## config.mk

```make
export PLATFORM = sky130hd
export DESIGN_NAME = lvds_display
export DESIGN_NICKNAME = d
export VERILOG_FILES = /design/src/rtl/lvds_pkg.sv /design/src/rtl/lvds_serializer.sv /design/src/rtl/lvds_display.sv
export SDC_FILE = /design/constraint.sdc
export NUM_CORES = 1
export LEC_CHECK = 0
export BUFFER_PORTS_ARGS = -buffer_cell sky130_fd_sc_hd__buf_2
export CORE_AREA = 5 5 105 58
export DETAILED_ROUTE_END_ITERATION = 12
export DIE_AREA = 0 0 110 63
export PLACE_DENSITY = 0.82
export SYNTH_ARGS = -nofsm -noshare
export SYNTH_HDL_FRONTEND = slang
export SYNTH_SLANG_ARGS = --single-unit
```

## constraint.sdc

```tcl
create_clock -name clk_in -period 5 [get_ports clk_in]
set_input_delay 0 -clock clk_in [delete_from_list [all_inputs] [get_ports clk_in]]
set_output_delay 0 -clock clk_in [all_outputs]
set_load 0.02 [all_outputs]
```

## src/rtl/lvds_pkg.sv

```systemverilog
// Shared constants and lane packing for the FPD-Link style LVDS transmitter.
package lvds_pkg;

  // Default panel timing (pixels / lines)
  localparam int unsigned H_ACTIVE_DEF = 1024;
  localparam int unsigned H_FP_DEF     = 40;
  localparam int unsigned H_SYNC_DEF   = 128;
  localparam int unsigned H_BP_DEF     = 152;
  localparam int unsigned V_ACTIVE_DEF = 600;
  localparam int unsigned V_FP_DEF     = 3;
  localparam int unsigned V_SYNC_DEF   = 6;
  localparam int unsigned V_BP_DEF     = 26;

  // Bits per pixel slot and the clock-lane waveform, MSB sent first
  localparam int unsigned SLOT_LEN    = 7;
  localparam logic [6:0]  CLK_PATTERN = 7'b1100011;

  // One pixel slot worth of serial data, one 7-bit word per lane
  typedef struct packed {
    logic [6:0] lane2;
    logic [6:0] lane1;
    logic [6:0] lane0;
  } lane_word_t;

  // Map 18-bit colour plus controls onto the three data lanes; colour is
  // blanked whenever DE is low so porches and sync always carry zeros.
  function automatic lane_word_t pack_lanes(input logic [23:0] color,
                                            input logic        de,
                                            input logic        hs,
                                            input logic        vs);
    logic [5:0] r;
    logic [5:0] g;
    logic [5:0] b;
    lane_word_t w;
    r = de ? color[23:18] : 6'd0;
    g = de ? color[15:10] : 6'd0;
    b = de ? color[7:2]   : 6'd0;
    w.lane0 = {g[0], r};
    w.lane1 = {b[1:0], g[5:1]};
    w.lane2 = {de, vs, hs, b[5:2]};
    return w;
  endfunction

endpackage

```

## src/rtl/lvds_serializer.sv

```systemverilog
// 7:1 serializer: loads one lane word per slot and shifts the three data
// lanes and the clock lane out MSB-first.
module lvds_serializer
  import lvds_pkg::*;
(
  input  logic       clk_in,
  input  logic       button,
  input  logic       load,
  input  lane_word_t word,
  output logic [2:0] rx,
  output logic       clk_out
);

  lane_word_t data_q, data_d;
  logic [6:0] clk_sr_q, clk_sr_d;

  // Next shift-register contents: reload on the slot boundary, else shift left
  always_comb begin
    // NOTE: every signal gets a default first so no path leaves it unassigned (no latch).
    data_d   = data_q;
    clk_sr_d = clk_sr_q;
    if (load) begin
      data_d   = word;
      clk_sr_d = CLK_PATTERN;
    end else begin
      data_d.lane0 = {data_q.lane0[5:0], 1'b0};
      data_d.lane1 = {data_q.lane1[5:0], 1'b0};
      data_d.lane2 = {data_q.lane2[5:0], 1'b0};
      clk_sr_d     = {clk_sr_q[5:0], 1'b0};
    end
  end

  // Shift registers; cleared in reset so the lanes idle low
  always_ff @(posedge clk_in or negedge button) begin
    // NOTE: sequential state uses non-blocking assignments so all flops update together.
    if (!button) begin
      data_q   <= '0;
      clk_sr_q <= '0;
    end else begin
      data_q   <= data_d;
      clk_sr_q <= clk_sr_d;
    end
  end

  // Outputs come straight from flop MSBs: no combinational path from the word
  assign rx      = {data_q.lane2[6], data_q.lane1[6], data_q.lane0[6]};
  assign clk_out = clk_sr_q[6];

endmodule

```

## src/rtl/lvds_display.sv

```systemverilog
// LVDS panel transmitter top: raster counters, sync/DE decode and the
// per-slot hand-off of the sampled pixel to the serializer.
module lvds_display
  import lvds_pkg::*;
#(
  parameter int unsigned H_ACTIVE = H_ACTIVE_DEF,
  parameter int unsigned H_FP     = H_FP_DEF,
  parameter int unsigned H_SYNC   = H_SYNC_DEF,
  parameter int unsigned H_BP     = H_BP_DEF,
  parameter int unsigned V_ACTIVE = V_ACTIVE_DEF,
  parameter int unsigned V_FP     = V_FP_DEF,
  parameter int unsigned V_SYNC   = V_SYNC_DEF,
  parameter int unsigned V_BP     = V_BP_DEF,
  parameter bit          HS_POL   = 1'b0,
  parameter bit          VS_POL   = 1'b0
) (
  input  logic        clk_in,
  input  logic        button,
  input  logic [23:0] color,
  output logic [11:0] x,
  output logic [11:0] y,
  output logic [2:0]  rx,
  output logic        clk_out,
  output logic [7:0]  led
);

  localparam logic [11:0] H_LAST   = 12'(H_ACTIVE + H_FP + H_SYNC + H_BP - 1);
  localparam logic [11:0] V_LAST   = 12'(V_ACTIVE + V_FP + V_SYNC + V_BP - 1);
  localparam logic [11:0] H_VIS    = 12'(H_ACTIVE);
  localparam logic [11:0] V_VIS    = 12'(V_ACTIVE);
  localparam logic [11:0] HS_START = 12'(H_ACTIVE + H_FP);
  localparam logic [11:0] HS_END   = 12'(H_ACTIVE + H_FP + H_SYNC);
  localparam logic [11:0] VS_START = 12'(V_ACTIVE + V_FP);
  localparam logic [11:0] VS_END   = 12'(V_ACTIVE + V_FP + V_SYNC);
  localparam logic [2:0]  PH_LAST  = 3'(SLOT_LEN - 1);

  logic [2:0]  phase_q, phase_d;
  logic [11:0] x_q, x_d;
  logic [11:0] y_q, y_d;
  logic [7:0]  led_q, led_d;
  logic        de, hs, vs, load;
  lane_word_t  word;

  // Raster advance: phase every cycle, x per slot, y per line, led per frame
  always_comb begin
    phase_d = phase_q + 3'd1;
    x_d     = x_q;
    y_d     = y_q;
    led_d   = led_q;
    if (phase_q == PH_LAST) begin
      phase_d = 3'd0;
      if (x_q == H_LAST) begin
        x_d = 12'd0;
        if (y_q == V_LAST) begin
          y_d   = 12'd0;
          led_d = led_q + 8'd1;
        end else begin
          y_d = y_q + 12'd1;
        end
      end else begin
        x_d = x_q + 12'd1;
      end
    end
  end

  // Raster state registers; reset discards any partial pixel
  always_ff @(posedge clk_in or negedge button) begin
    if (!button) begin
      phase_q <= 3'd0;
      x_q     <= 12'd0;
      y_q     <= 12'd0;
      led_q   <= 8'd0;
    end else begin
      phase_q <= phase_d;
      x_q     <= x_d;
      y_q     <= y_d;
      led_q   <= led_d;
    end
  end

  // Control decode for the coordinate currently on x/y
  always_comb begin
    de   = (x_q < H_VIS) && (y_q < V_VIS);
    hs   = HS_POL ^ ~((x_q >= HS_START) && (x_q < HS_END));
    vs   = VS_POL ^ ~((y_q >= VS_START) && (y_q < VS_END));
    word = pack_lanes(color, de, hs, vs);
    load = (phase_q == PH_LAST);
  end

  // Word captured on the last phase of slot N is shifted out during slot N+1
  lvds_serializer u_ser (
    .clk_in  (clk_in),
    .button  (button),
    .load    (load),
    .word    (word),
    .rx      (rx),
    .clk_out (clk_out)
  );

  assign x   = x_q;
  assign y   = y_q;
  assign led = led_q;

endmodule

```

-- Word level (Yosys, flattened, before mapping)
Index checks and enable logic that the tools add are counted.
- register bits after elaboration: 63
- latch bits: 0
- memory bits (writable): 0
- memory bits (read-only): 0
- input port bits: 26
- output and inout bits: 36
- word-level logic and storage cells: 36
- memories: 0
- $add $sub $neg: 4
- $mul: 0
- div/mod/pow operators: 0
- magnitude comparators: 6
- eq/ne operators: 3
- shift-type cells: 0
- muxes and demuxes: 8
- bitwise gates (word level): 2
- reduce and logical (&&, ||, !) cells: 5
- operators by type and width (cell ; count):
    $add 12x1->12 const B ; 2
    $lt 12x10->1 const B ; 2
    $lt 12x11->1 const B ; 2
    $mux 12 ; 2
    $mux 21 ; 1
    $mux 6 ; 3
    $eq 12x10->1 const B ; 1
    $eq 12x11->1 const B ; 1
    $ge 12x10->1 const B ; 1
    $ge 12x11->1 const B ; 1
    $add 8x1->8 const B ; 1
    $mux 7 ; 1
    $add 3x1->3 const B ; 1
    $eq 3x3->1 const B ; 1
    $logic_and 1x1->1 ; 3
    $mux 3 ; 1
    $reduce_and 3->1 ; 1
    $not 1->1 ; 2
    $reduce_and 2->1 ; 1

-- Logic depth before layout (Yosys ltp)
Gate-level depths: netlist of the first run.
- depth after elaboration: 4
- mapped depth: 6
- depth with buffers taken out: 5

-- Cells and area by module
From an unflattened synthesis of the first run, not the netlist that was laid out.
- cells, all modules: 278
- area total of the unflattened synthesis: 3158.0 sq um
- by module, submodules not included (module ; instances ; cells an instance ; area each (sq um) ; sequential area each (sq um)):
    lvds_display ; 1 ; 217 ; 2092.0 ; 875.8
    lvds_serializer ; 1 ; 61 ; 1066.0 ; 700.7

-- Least setup slack after synthesis of the first run
OpenSTA, ideal clock, no wires.
- path type: register -> register
- from: register x_q[10] (netlist: x[10])
- to: register led_q[1] (netlist: led[1])
- setup time: 0.125 ns
- arrival time: 2.121 ns
- required time: 4.875 ns
- setup slack: 2.755 ns
- stages on the path, launching flop included: 7
- path buffers: 2
- period minus slack after synthesis: 2.245 ns
- cells stage by stage: dfrtp_1 > or3b_1 > buf_2 > or4_1 > buf_2 > nor2_2 > mux2_2
- cells in the longest elaborated chain, start to end: 2
- RTL lines (element ; line ; RTL):
    start: declaration ; lvds_display.sv:38 ; logic [11:0] x_q, x_d;
    start signal: assignment ; lvds_display.sv:70 ; x_q <= 12'd0;
    start signal: assignment ; lvds_display.sv:75 ; x_q <= x_d;
    $eq 12x11->1 ; lvds_display.sv:52 ; if (x_q == H_LAST) begin
    $reduce_and 3->1 (no source line) ; n/a ;
    end signal: assignment ; lvds_display.sv:77 ; led_q <= led_d;
    end: declaration ; lvds_display.sv:40 ; logic [7:0] led_q, led_d;
No other way between the ends.
A chain may end at the register's enable or synchronous reset.

-- Final worst setup path of the first run
- from: register x_q[9] (netlist: x[9])
- to: register led_q[6] (netlist: led[6])
Same word-level chain as after synthesis.

==> results.py, run 1 <==
metrics = {
    "layout": {
        "fin_util_pct": 69.22,
        "fin_cells": 409,
        "fin_nets": 362,
        "synthToLayoutAreaGrowth_pct": 26.84,
        "final_cell_area_mm2": 0.003571,
        "antennaDiodeCount": 0,
        "drive_above_1_share_pct": 24.40,
    },
    "power": {
        "power_frac_comb_pct": 3.4,
        "clockPowerShare_pct": 48.8,
        "p_int_uw": 867.9,
        "switchingPower_uw": 218.6,
        "pwr-share-seq_pct": 47.7,
        "power_density_mw_per_mm2": 304.3,
        "p_leak_nw": 1.659,
        "p_sw_share_pct": 20.12,
        "irDropWorstVdd_mv": 0.1960,
    },
    "floorplan": {
        "io_pins": 62,
        "initial_core_util_pct": 54.57,
        "coreArea_mm2": 0.005159,
        "die_y_um": 63,
        "die_area_mm2": 0.006930,
        "rows": 19,
        "die_w_um": 110,
    },
    "clocking": {
        "clk_path_buf_depth": 2,
        "cts_resized": 0,
        "clk_latency_ns": 0.33,
        "clkTransAtPathRegs_ns": 0.07,
        "numCtsBuffers": 9,
        "cts_tree": "done",
        "cts_root_buf": "clkbuf_8",
        "h-tree-depth": 3,
        "cts_sinks": 63,
    },
    "placed_design": {
        "dp_hpwl_um": 4050,
        "dpl.cell_count": 374,
        "place.gp.congestion": 0.8709,
        "post_dp_cell_area_mm2": 0.003144,
        "port_buffers": 55,
    },
    "synthesis": {
        "synth-simple-area-share_pct": 19.33,
        "synthFlopType": "dfrtp_1",
        "synth_edf_count": 0,
        "synth_top_area_share_pct": 56.00,
        "synth.net_count": 286,
        "synthXorXnorAreaFrac_pct": 5.289,
        "yosysMostFrequentCell": "dfrtp_1",
        "syn_inst": 255,
        "yosysWarnings": 0,
        "netlist.top_cell.by_area": "dfrtp_1",
        "synth_top_family_by_area": "simple AND/OR/NAND/NOR gates",
        "ys_types": 40,
        "async_flop_share_pct": 100.0,
        "seq_area_frac_synth_pct": 56.00,
        "synth_area_leaders": "dfrtp_1 (56%), a22o_1 (4.7%), xnor2_1 (3.7%), o21ai_0 (2.5%), ha_1 (2.2%)",
        "synth_area_mm2": 0.002815,
        "yosys-mux-area-fraction_pct": 1.556,
        "synthTopCellsByCount": "dfrtp_1 (63), a22o_1 (15), nand2_1 (15)",
        "ys_ff_latch": 63,
        "syn_avg_cell_area_um2": 11.04,
        "synth_compound_area_share_pct": 12.27,
        "yosys.area_share.adder_pct": 2.222,
    },
    "setup_path": {
        "critPathMaxFanout": 7,
        "cp.arrival_ns": 2.62,
        "required_ns": 5.22,
        "timing_worst_setup_path_type": "reg2reg",
        "crit_path_start_kind": "register",
        "cp-end-kind": "register",
    },
    "sta": {
        "drv_slew": 0,
        "timing.final.crit_share_pct": 48.00,
        "tns_ns": 0,
        "post-route-min-period_ns": 2.400,
        "finalSetupViolations": 0,
        "hold_viol": 0,
        "skew_ns": 0.005187,
        "rsz0062_at_grt": "false",
        "max-slew-margin-rel_pct": 19.48,
        "tightest_slew_ns": 1.206,
        "fmax_mhz": 416.7,
    },
    "drt": {
        "avgRoutedWirePerCell_um": 15.75,
        "first_pass_iters": 4,
        "drt_iter0_markers": 241,
        "met1_length_um": 2868,
        "wl_met3_um": 508,
        "viasPerCell": 5.582,
        "route.met2.wl_um": 2963,
        "wirelength_um": 6440,
        "highest_layer": "met4",
        "dr_total_vias": 2283,
        "drtAntennaViolNets": 0,
        "drc_errors": 0,
    },
    "grt": {
        "grt_pass1_wl_um": 10860,
        "grt_overflow_total": 0,
        "grt_max_degree": 64,
        "antenna_found_initial": 0,
        "grt_pass1_vias": 2252,
        "grtUsageTotal_pct": 20.33,
    },
    "run_status": {
        "status": "completed",
    },
    "job": {
        "maxCapViolCount": 0,
    },
    "hold_path": {
        "min_path_type": "in2async",
    },
}
## final cells by class
class / count / area (um^2)
clock buffer: 10 / 127.6
clock inverter: 6 / 108.9
fill: 382 / 1588
inverter: 9 / 33.78
multi-input combinational: 171 / 1145
sequential: 63 / 1577
tap: 73 / 91.34
timing repair buffer: 77 / 488.0
## state kept, by name, summed over array words and instances, names as in the netlist
name,cells
x,12
u_ser.rx,3
phase_q,3
u_ser.clk_sr_q,7
led,8
u_ser.data_q,18
y,12
## cell usage in the layout (no fill, tap or decap), types with 3 or more instances in the layout
| cell | netlist | final |
|---|---|---|
| dfrtp_1 | 63 | 63 |
| buf_2 | 3 | 55 |
| dlygate4sd3_1 | 0 | 19 |
| nand2_1 | 15 | 15 |
| a22o_1 | 15 | 15 |
| nor2_1 | 14 | 14 |
| o21ai_0 | 14 | 14 |
| xnor2_1 | 12 | 12 |
| nand3_1 | 11 | 11 |
| nand4_1 | 10 | 10 |
| inv_1 | 9 | 9 |
| clkbuf_8 | 0 | 9 |
| a21oi_1 | 7 | 7 |
| nor3_1 | 7 | 7 |
| and2_1 | 6 | 6 |
| nor4_1 | 5 | 5 |
| xor2_1 | 5 | 5 |
| ha_1 | 5 | 5 |
| o31ai_1 | 4 | 4 |
| and3_1 | 4 | 4 |
| nand2b_1 | 3 | 3 |
| o21a_1 | 3 | 3 |
| a21o_1 | 3 | 3 |
| mux2_2 | 3 | 3 |
| or3_1 | 3 | 3 |
| and4_1 | 3 | 3 |
| bufinv_16 | 0 | 3 |
| buf_4 | 3 | 3 |
## power groups by stage
stage / sequential (mW) / clock, mW / combinational (mW)
finish: 0.519 / 0.530 / 0.0374
global route: 0.519 / 0.561 / 0.0422
CTS: 0.519 / 0.534 / 0.0379
detailed placement: 0.529 / 0 / 0.0265
global placement: 0.528 / 0 / 0.0259
floorplan: 0.528 / 0 / 0.00823
## logic make-up (layout without fill, tap and decap cells)
kind of cell	count (synthesis)	in the layout
simple gates	95	95
flops	63	63
compound gates	50	50
buf+inv	21	102
xor+xnor	17	17
fa+ha+maj	5	5
mux	4	4
## worst max-delay path, cell delays in order (launching register included)
cell and delay [ns]:
dfrtp_1 0.42, or3b_1 0.51, nor4_1 0.95, nand4_1 0.22, xnor2_1 0.19
## final timing paths
kind / start / end / slack [ns] / depth (start not counted)
min in group clk_in: color[3] / u_ser.rx[1]$_DFF_PN0_ / 0.41 / 3
setup reg to reg: x[9]$_DFFE_PN0P_ / led[6]$_DFFE_PN0P_ / 2.60 / 4
setup / recovery: x[9]$_DFFE_PN0P_ / led[6]$_DFFE_PN0P_ / 2.60 / 4
max in group asynchronous: button / x[7]$_DFFE_PN0P_ / 4.14 / 3
hold / removal: button / u_ser.rx[1]$_DFF_PN0_ / 0.35 / 3
hold reg to reg: u_ser.clk_sr_q[5]$_DFF_PN0_ / u_ser.clk_sr_q[6]$_DFF_PN0_ / 0.43 / 1
## timing repair
item	in CTS	in global routing
hold buffers	19	0
buffers inserted	0	0
hold endpoints to repair	81	0
## per-stage QoR
step,worst slack (ns),hold WS [ns],total power [mW]
finish,2.600,0.3494,1.087
global route,2.393,0.4111,1.122
detailed placement,2.655,0.2079,0.5551
floorplan,2.755,-0.2956,0.5361
CTS,2.671,0.3786,1.090
global placement,2.681,0.2081,0.5539
## per-layer routing
layer	vias to the layer above	global-route usage (%)
li1	1071	-
met1	1101	27.43
met2	93	31.80
met3	18	5.160
met4	0	6.998
met5	-	0
Note: power is estimated with default switching activity, not from simulation.
==> run 2, diff against run 1 <==
- ABC_AREA: not set -> 1
- CORE_AREA: 5 5 105 58 -> 5 5 120 65
- DIE_AREA: 0 0 110 63 -> 0 0 125 70
- PLACE_DENSITY: 0.82 -> 0.75
- clock period: 5 -> 2.1 ns (I/O delays scaled with it)
==> run 2 against run 1 <==
Compared with the run above:
- synthesized cell count up 55%
- critical path depth up 4
- sequential share of layout area is 5.3 points lower
- die area rose by 26%
- register-to-register slack lost 2.2 ns
- first-iteration DRC count decreased by 4.6%
- clock power grew to 2.8 times the previous value
- sequential power is 140% higher
- cell area is 14% higher
- total power rose to 2.6 times the previous value
- critical endpoint is now led[3]$_DFFE_PN0P_
- largest cell class unchanged
- highest routed layer unchanged
==> results.py, run 2 <==
metrics = {
    "layout": {
        "drive_above_1_share_pct": 20.80,
        "final_cell_area_mm2": 0.004058,
        "fin_cells": 568,
        "largest_reg_flops": 18,
        "fin_nets": 502,
        "synthToLayoutAreaGrowth_pct": 25.99,
        "antennaDiodeCount": 0,
        "layout_common_cells": "nand2_1 (137), dfrtp_1 (63), buf_2 (55)",
        "final_common_cell": "nand2_1",
        "top_register": "u_ser.data_q",
    },
    "clocking": {
        "clk_latency_ns": 0.33,
        "cts_root_buf": "clkbuf_16",
        "cts_tree": "done",
        "cts_resized": 0,
        "h-tree-depth": 3,
        "clkTransAtPathRegs_ns": 0.06,
        "clk_path_buf_depth": 2,
        "numCtsBuffers": 9,
        "cts_sinks": 63,
    },
    "drt": {
        "drtAntennaViolNets": 0,
        "drc_errors": 0,
        "first_pass_iters": 4,
        "drt_iter0_markers": 230,
        "avgRoutedWirePerCell_um": 12.29,
        "wirelength_um": 6983,
        "dr_total_vias": 2726,
        "viasPerCell": 4.799,
    },
    "floorplan": {
        "io_pins": 62,
        "die_y_um": 70,
        "die_w_um": 125,
        "coreArea_mm2": 0.006543,
        "rows": 21,
        "die_area_mm2": 0.008750,
        "initial_core_util_pct": 49.23,
    },
    "sta": {
        "tns_ns": 0,
        "setup_ws_ns": 0.3877,
        "max-slew-margin-rel_pct": 56.21,
        "drv_slew": 0,
        "hold_slack_ns": 0.2407,
        "hold_viol": 0,
        "post-route-min-period_ns": 1.712,
        "tightest_slew_ns": 0.6569,
        "skew_ns": 0.008176,
        "finalSetupViolations": 0,
        "rsz0062_at_grt": "false",
        "timing.final.crit_share_pct": 81.54,
        "fmax_mhz": 584.0,
    },
    "setup_path": {
        "cp_slowest_cell": "dfrtp_1",
        "critPathMaxFanout": 10,
        "cp.arrival_ns": 1.93,
        "crit_path_start_kind": "register",
        "required_ns": 2.32,
        "cpPeakStageDelay_ns": 0.44,
        "cp-end-kind": "register",
        "cp.depth": 8,
        "timing_worst_setup_path_type": "reg2reg",
        "r2r_cells": 8,
        "cp_cell_sequence": "inv_1 > ha_1 > nand3b_1 > nand3b_2 > inv_1 > nand2_4 > nand2_1 > nand2_1",
        "cp_top_family": "simple AND/OR/NAND/NOR gates",
        "cp_num_buf_inv": 2,
    },
    "synthesis": {
        "yosysMostFrequentCell": "nand2_1",
        "ys_ff_latch": 63,
        "synthTopCellsByCount": "nand2_1 (137), dfrtp_1 (63), inv_1 (32), nand3_1 (32), nor2_1 (30)",
        "yosysWarnings": 0,
        "syn_avg_cell_area_um2": 8.153,
        "ys_types": 30,
        "synth_area_leaders": "dfrtp_1 (49%), nand2_1 (16%), nand3_1 (5.0%), inv_1 (3.7%), nor2_1 (3.5%)",
        "netlist.top_cell.by_area": "dfrtp_1",
        "synth_top_area_share_pct": 48.95,
        "synth_area_mm2": 0.003221,
        "synth.net_count": 426,
        "seq_area_frac_synth_pct": 48.95,
        "syn_inst": 395,
        "synth_edf_count": 0,
        "async_flop_share_pct": 100.0,
        "synthFlopType": "dfrtp_1",
    },
    "placed_design": {
        "post_dp_cell_area_mm2": 0.003565,
        "pre_cts_ws_ns": 0.4133,
        "dp_hpwl_um": 4790,
        "place.gp.congestion": 0.8640,
        "port_buffers": 55,
        "dpl.cell_count": 533,
    },
    "power": {
        "p_leak_nw": 2.091,
        "irDropWorstVdd_mv": 0.3947,
        "power_density_mw_per_mm2": 696.0,
    },
    "job": {
        "maxCapViolCount": 0,
    },
    "grt": {
        "grt_pass1_wl_um": 12130,
        "grt_pass1_vias": 2585,
        "antenna_found_initial": 0,
        "grtUsageTotal_pct": 16.92,
        "grt_overflow_total": 0,
        "grt_max_degree": 37,
    },
    "run_status": {
        "status": "completed",
    },
    "hold_path": {
        "min_path_type": "in2async",
    },
}
-- run 2: cell count changes after synthesis, sizes merged, moves of 8 or more --
cell   change
nand2    +123
nor2      +23
a22o      -15
inv       +26
o21ai      +8
nand3     +25
xnor2      -8
-- run 2: area by class of cell --
type | count | area, um^2
Clock inverter | 7 | 77.57
Fill cell | 559 | 2485
Timing Repair Buffer | 78 | 508.0
Sequential cell | 63 | 1577
Inverter | 35 | 131.4
Tap cell | 92 | 115.1
Clock buffer | 9 | 225.2
Multi-Input combinational cell | 284 | 1424
-- run 2: routing by layer --
layer	up-vias	GRT usage [%]	wire length, um
met5	-	0	0
met4	0	4.688	77
met3	9	5.179	327
met2	54	26.35	3320
met1	1249	22.99	3257
li1	1414	-	-
-- run 2: per-stage QoR --
| step | total power, mW | utilization [%] |
|---|---|---|
| 6_report | 2.824 | 62.02 |
| 5_1_grt | 2.933 | 62.02 |
| 3_3_place_gp | 1.321 | 54.48 |
| 2_1_floorplan | 1.276 | - |
| 3_5_place_dp | 1.323 | 54.48 |
| 4_1_cts | 2.853 | 62.02 |
-- run 2: worst paths after layout --
| check | endpoint | start | slack, ns |
|---|---|---|---|
| min | y[9]$_DFFE_PN0P_ | button | 0.24 |
| max reg2reg | led[3]$_DFFE_PN0P_ | y[0]$_DFFE_PN0P_ | 0.39 |
| max | led[3]$_DFFE_PN0P_ | y[0]$_DFFE_PN0P_ | 0.39 |
| max in group asynchronous | x[7]$_DFFE_PN0P_ | button | 1.25 |
| min in group clk_in | u_ser.rx[0]$_DFF_PN0_ | color[10] | 0.40 |
| min reg2reg | u_ser.clk_sr_q[6]$_DFF_PN0_ | u_ser.clk_sr_q[5]$_DFF_PN0_ | 0.44 |
-- run 2: report_power, final --
group / internal [mW] / switching [mW] / total, mW
Clock: 0.930 / 0.566 / 1.50
Combinational: 0.0480 / 0.0439 / 0.0919
Sequential: 1.23 / 0.00452 / 1.24
-- run 2: logic make-up (layout without fill, tap and decap cells) --
| group | after synthesis | in the layout | share of synthesized area, % |
|---|---|---|---|
| xor+xnor | 10 | 10 | 2.719 |
| fa+ha+maj | 5 | 5 | 1.943 |
| compound gates | 25 | 25 | 3.924 |
| simple gates | 244 | 244 | 35.63 |
| buf+inv | 48 | 129 | 6.838 |
| flops | 63 | 63 | 48.95 |
-- run 2: timing repair --
item / 4_1_cts / 5_1_grt
endpoints found under the hold margin: 45 / 0
hold buffers: 19 / 0
setup buffers: 0 / 0
